## src/rtl/csr_pkg.sv

```systemverilog
// csr_pkg: shared trap-sequencer state encoding, cause codes and machine-mode CSR constants
package csr_pkg;
  typedef enum logic [1:0] {IDLE, WAIT_MW, FLUSH} trap_state_e;
  localparam logic [3:0] CAUSE_MEI = 4'd11;
  localparam logic [3:0] CAUSE_MTI = 4'd7;
  localparam logic [11:0] MSTATUS = 12'h300;
  localparam logic [11:0] MIE = 12'h304;
  localparam logic [11:0] MTVEC = 12'h305;
  localparam logic [11:0] MEPC = 12'h341;
  localparam logic [11:0] MCAUSE = 12'h342;
  localparam logic [11:0] MIP = 12'h344;
  localparam logic [1:0] MTVEC_DIRECT = 2'b00;
  localparam logic [1:0] MTVEC_VECTORED = 2'b01;
endpackage

```

## src/rtl/trap_vec_calc.sv

```systemverilog
// trap_vec_calc: interrupt priority (external over timer) and mtvec target computation
module trap_vec_calc import csr_pkg::*; #(
  parameter int XLEN = 32
) (
  input  logic            pend_ext,
  input  logic            pend_tmr,
  input  logic [XLEN-1:0] mtvec,
  output logic            take,
  output logic [3:0]      code,
  output logic [XLEN-1:0] target
);
  logic [XLEN-1:0] base;
  logic [XLEN-1:0] off;
  // reserved modes (1x) fall back to direct
  always_comb begin
    take = pend_ext | pend_tmr;
    code = pend_ext ? CAUSE_MEI : CAUSE_MTI;
    base = {mtvec[XLEN-1:2], 2'b00};
    off = {{(XLEN-6){1'b0}}, code, 2'b00};
    target = (mtvec[1:0] == MTVEC_VECTORED) ? base + off : base;
  end
endmodule

```

## src/rtl/csr_trap_ctrl.sv

```systemverilog
// csr_trap_ctrl: interrupt trap and mret sequencer committing precisely at the MW stage
module csr_trap_ctrl import csr_pkg::*; #(
  parameter int XLEN = 32,
  parameter int FLUSH_CYC = 2
) (
  input  logic            clk,
  input  logic            reset,
  input  logic            ext_irq,
  input  logic            timer_irq,
  input  logic            mstatus_mie,
  input  logic            mie_meie,
  input  logic            mie_mtie,
  input  logic [XLEN-1:0] mtvec,
  input  logic [XLEN-1:0] mepc,
  input  logic            valid_MW,
  input  logic            csr_wr_MW,
  input  logic            mret_MW,
  output logic            intr_expc,
  output logic            mret_o,
  output logic [XLEN-1:0] mcause_o,
  output logic            kill_wb,
  output logic            pc_redirect,
  output logic [XLEN-1:0] redirect_pc,
  output logic            flush_pipe
);
  localparam int CW = $clog2(FLUSH_CYC + 1);
  localparam logic [CW-1:0] CNT_LOAD = CW'(FLUSH_CYC - 1);
  trap_state_e state, state_n;
  logic [CW-1:0] cnt;
  logic pend_ext, pend_tmr, take, commit, do_mret;
  logic [3:0] code;
  logic [XLEN-1:0] target;
  assign pend_ext = ext_irq & mie_meie & mstatus_mie;
  assign pend_tmr = timer_irq & mie_mtie & mstatus_mie;
  trap_vec_calc #(.XLEN(XLEN)) u_vec (
    .pend_ext(pend_ext),
    .pend_tmr(pend_tmr),
    .mtvec(mtvec),
    .take(take),
    .code(code),
    .target(target)
  );
  // reset gates the commit so no pulse escapes in the cycle reset is applied
  always_comb begin
    do_mret = ~reset & (state == IDLE) & valid_MW & mret_MW;
    commit = ~reset & (state == WAIT_MW) & take & valid_MW & ~csr_wr_MW & ~mret_MW;
  end
  always_ff @(posedge clk) begin
    if (reset) begin
      state <= IDLE;
      cnt <= '0;
    end else begin
      state <= state_n;
      cnt <= (commit | do_mret) ? CNT_LOAD : (state == FLUSH && cnt != '0) ? cnt - CW'(1) : cnt;
    end
  end
  // FLUSH is always visited so redirect pulses can never be back-to-back
  always_comb begin
    state_n = state;
    unique case (state)
      IDLE: state_n = do_mret ? FLUSH : take ? WAIT_MW : IDLE;
      WAIT_MW: state_n = commit ? FLUSH : take ? WAIT_MW : IDLE;
      FLUSH: state_n = (cnt <= CW'(1)) ? IDLE : FLUSH;
      default: state_n = IDLE;
    endcase
  end
  always_comb begin
    intr_expc = commit;
    kill_wb = commit;
    mret_o = do_mret;
    pc_redirect = commit | do_mret;
    mcause_o = commit ? {1'b1, {(XLEN-5){1'b0}}, code} : '0;
    redirect_pc = commit ? target : do_mret ? mepc : '0;
    flush_pipe = commit | do_mret | (~reset & (state == FLUSH) & (cnt != '0));
  end
endmodule

```

## config.mk

```make
export PLATFORM = sky130hd
export DESIGN_NAME = csr_trap_ctrl
export DESIGN_NICKNAME = d
export VERILOG_FILES = /design/src/rtl/csr_pkg.sv /design/src/rtl/trap_vec_calc.sv /design/src/rtl/csr_trap_ctrl.sv
export SDC_FILE = /design/constraint.sdc
export NUM_CORES = 1
export LEC_CHECK = 0
export CAP_MARGIN = 20
export CORE_MARGIN = 2
export CORE_UTILIZATION = 34
export CTS_CLUSTER_SIZE = 28
export DETAILED_ROUTE_END_ITERATION = 12
export GPL_TIMING_DRIVEN = 1
export HOLD_SLACK_MARGIN = 0.05
export PLACE_DENSITY_LB_ADDON = 0.08
export REMOVE_ABC_BUFFERS = 1
export SYNTH_ARGS = -nofsm -noshare
export SYNTH_HDL_FRONTEND = slang
export SYNTH_SLANG_ARGS = --single-unit
```

## constraint.sdc

```tcl
create_clock -name clk -period 5.7 [get_ports clk]
set_input_delay 1.14 -clock clk [delete_from_list [all_inputs] [get_ports clk]]
set_output_delay 1.14 -clock clk [all_outputs]
set_load 0.01 [all_outputs]
```

==> metrics <==
switching share of power 31.6%; remaining global-route overflow 0; TritonCTS buffer count 3; post-route non-filler standard cell count 398; prevailing post-synth register cell dfxtp_1; area of the multi-input gates 1270 um2; row count 24; drt total wl 4.69 mm; crit path capture type primary output; CP delay by family, top buffers and inverters; initial drt markers 29; Static Leak 0.998 nW; Synth cell types 40; Synth top area share 14.8%; fill cell count 448; worst-path fanout max 12; fin nets 427; Slew @ Worst Pin 0.738 ns; DRC 0; clock share of power 26.6%; effective utilization at floorplan 35.7%; combinational share of power 59.6%; area added between synthesis and finish 69.1%; clock sink total 4; commonest cells after routing, fill and taps aside 115 x clkdlybuf4s50_1, 39 x nand2_1, 27 x conb_1; I/O Pins 143; worst setup path class primary input to primary output; hold crit path type flip-flop to flip-flop; First-pass DRT Iterations 4; hpwl dp 3.90 mm; Synth Warn # 0; unrepaired setup endpoints after global routing no; Syn Area/Cell 6.56 um2; Slew Limit Fails 0; sequential share of power 13.7%; via count 1901; largest cells by area after synthesis buf_4 15%, xnor2_1 9.5%, nand2_1 9.3%, o21ai_0 7.9%, xor2_1 7.2%; Highest Clock Rate 203 MHz; Tcrit/Tclk final 86.5%; first-pass GRT wire length 7.63 mm; Psw 69.7 uW; vias in the first global route 1739; Vias/cell 4.78; Clock Skew 0.00246 ns; #FFs+latches synth 4; Int Pwr 151 uW; post-synth top area cell buf_4; Worst-Skew Late Latency 0.22 ns; DIE AREA 5190 um2; critical path's most frequent cell clkdlybuf4s50_1; final hold viol count 0; post-CTS setup repair buffer count 0; ANT cells 0; buffer depth of the longest clock path 2; # setup viols final 0; die height 72.1 um; clk root buf clkbuf_8; Pwr Total 220 uW; CTS tree done; setup TNS after final layout 0 ns; crit-path cells clkdlybuf4s50_1 > nand3_1 > ha_1 > nand2b_2 > a2111oi_4 > buf_4 > nand4_1 > xor2_1 > o21ai_2 > clkdlybuf4s50_1; commonest non-fill, non-tap cell in the layout clkdlybuf4s50_1; delay of the slowest cell on the worst path 0.55 ns; RD Place Congestion 0.742; crit path buf inv count 3; post-cts resize count 0; fraction of registers with async set/reset 0%; CP Data Required Time 4.56 ns; CP Launch Type primary input; initial antenna violation count 0; final worst path period need 4.93 ns; Power Density 82.8 nW/um2; Core ar. 4410 um2; CTS clk-pin slew, worst paths 0.03 ns; Max-cap violations 0; Rel. slew slack 50.8%; Final ANT Viol Nets 0; largest net degree at the start of global routing 32; Inst Count DP 395; Tot GR Track Use 17.6%; register area 80.1 um2; worst IR drop on VDD 0.0000438 V; Post-CTS Hold Buffers 0; WL/cell 11.8 um; Cells after Synth 240; CP max-delay cell clkdlybuf4s50_1; post-synthesis sequential area ratio 5.08%; H-tree depth reported by CTS 1; port buffer count 115; Netlist Area Pre-Place 1580 um2; Post-synth EDFFs 0; critical path arrival 3.79 ns; share of post-route cells with drive strength above 1 4.62%; status completed; chip width 72.1 um
## stage by stage
step           hold slack [ns]  area [um2]  utilization (%)  worst slack, ns
3_3_place_gp             0.510        2620             59.4            0.777
4_1_cts                  0.533        2660             60.3            0.753
2_1_floorplan            0.463        1390                -             1.66
6_report                 0.529        2660             60.3            0.769
3_5_place_dp             0.513        2620             59.4            0.750
5_1_grt                  0.545        2660             60.3            0.577
## cell usage after synthesis, types with 2 or more instances
cell and count:
buf_6 2, o21ai_1 5, a21oi_1 3, or2_2 2, dfxtp_1 4, xor2_1 13, nor3_1 2, nand3_1 7
nand2_1 39, nand4_1 11, nor4_1 5, nand4b_1 2, nand2b_1 2, clkbuf_1 7, and4b_2 2, a22o_1 2
a2111oi_0 2, o21ai_2 2, inv_1 10, and2_1 2, and3_1 8, nor2_1 14, xnor2_1 17, buf_4 31
ha_1 5, o21ai_0 25, and4_1 3
## cells by family (layout without fill, tap and decap cells)
kind of cell               count (synthesis)  count (layout)  share of synthesized area (%)
AOI/OAI and AO/OA                         45              45                           18.5
xor gates and xnor gates                  30              30                           16.7
adders and majority gates                  5               5                           3.97
buffers and inverters                     50             130                           20.3
DFF                                        4               4                           5.08
muxes                                      1               1                          0.715
other                                      1              27                          0.238
and+or+nand+nor                          104             104                           34.6
## state kept, by name, summed over array words and instances, names as in the netlist
register  cells
cnt           2
state         2
## final cells by class
| class | count | share of cell area [%] |
|---|---|---|
| Multi-Input combinational cell | 212 | 47.8 |
| Tap cell | 52 | 2.44 |
| Sequential cell | 4 | 3.01 |
| Clock buffer | 3 | 1.55 |
| Inverter | 10 | 1.41 |
| Timing Repair Buffer | 117 | 43.8 |
## power groups by stage
stage	Clock, mW	Sequential, mW	Combinational, mW
floorplan	0	0.0304	0.0512
global placement	0	0.0306	0.130
detailed placement	0	0.0306	0.131
CTS	0.0595	0.0303	0.132
global route	0.0624	0.0304	0.144
finish	0.0587	0.0303	0.132
## routing by layer
metal | vias up | routed length, um | global-route usage (%)
met5 | - | 0 | 0
met1 | 819 | 2040 | 22.8
met4 | 0 | 6 | 1.26
met3 | 2 | 429 | 4.58
met2 | 83 | 2210 | 30.6
li1 | 997 | - | -
## final timing paths
kind                               start         endpoint  slack, ns  depth (start not counted)
worst max register to register  state[1]           cnt[1]       3.68                          7
worst min-delay path            state[1]         state[0]       0.53                          1
worst min register to register  state[1]         state[0]       0.53                          1
worst max-delay path            mie_meie  redirect_pc[28]       0.77                         10
Power figures use the tool's default switching activity.
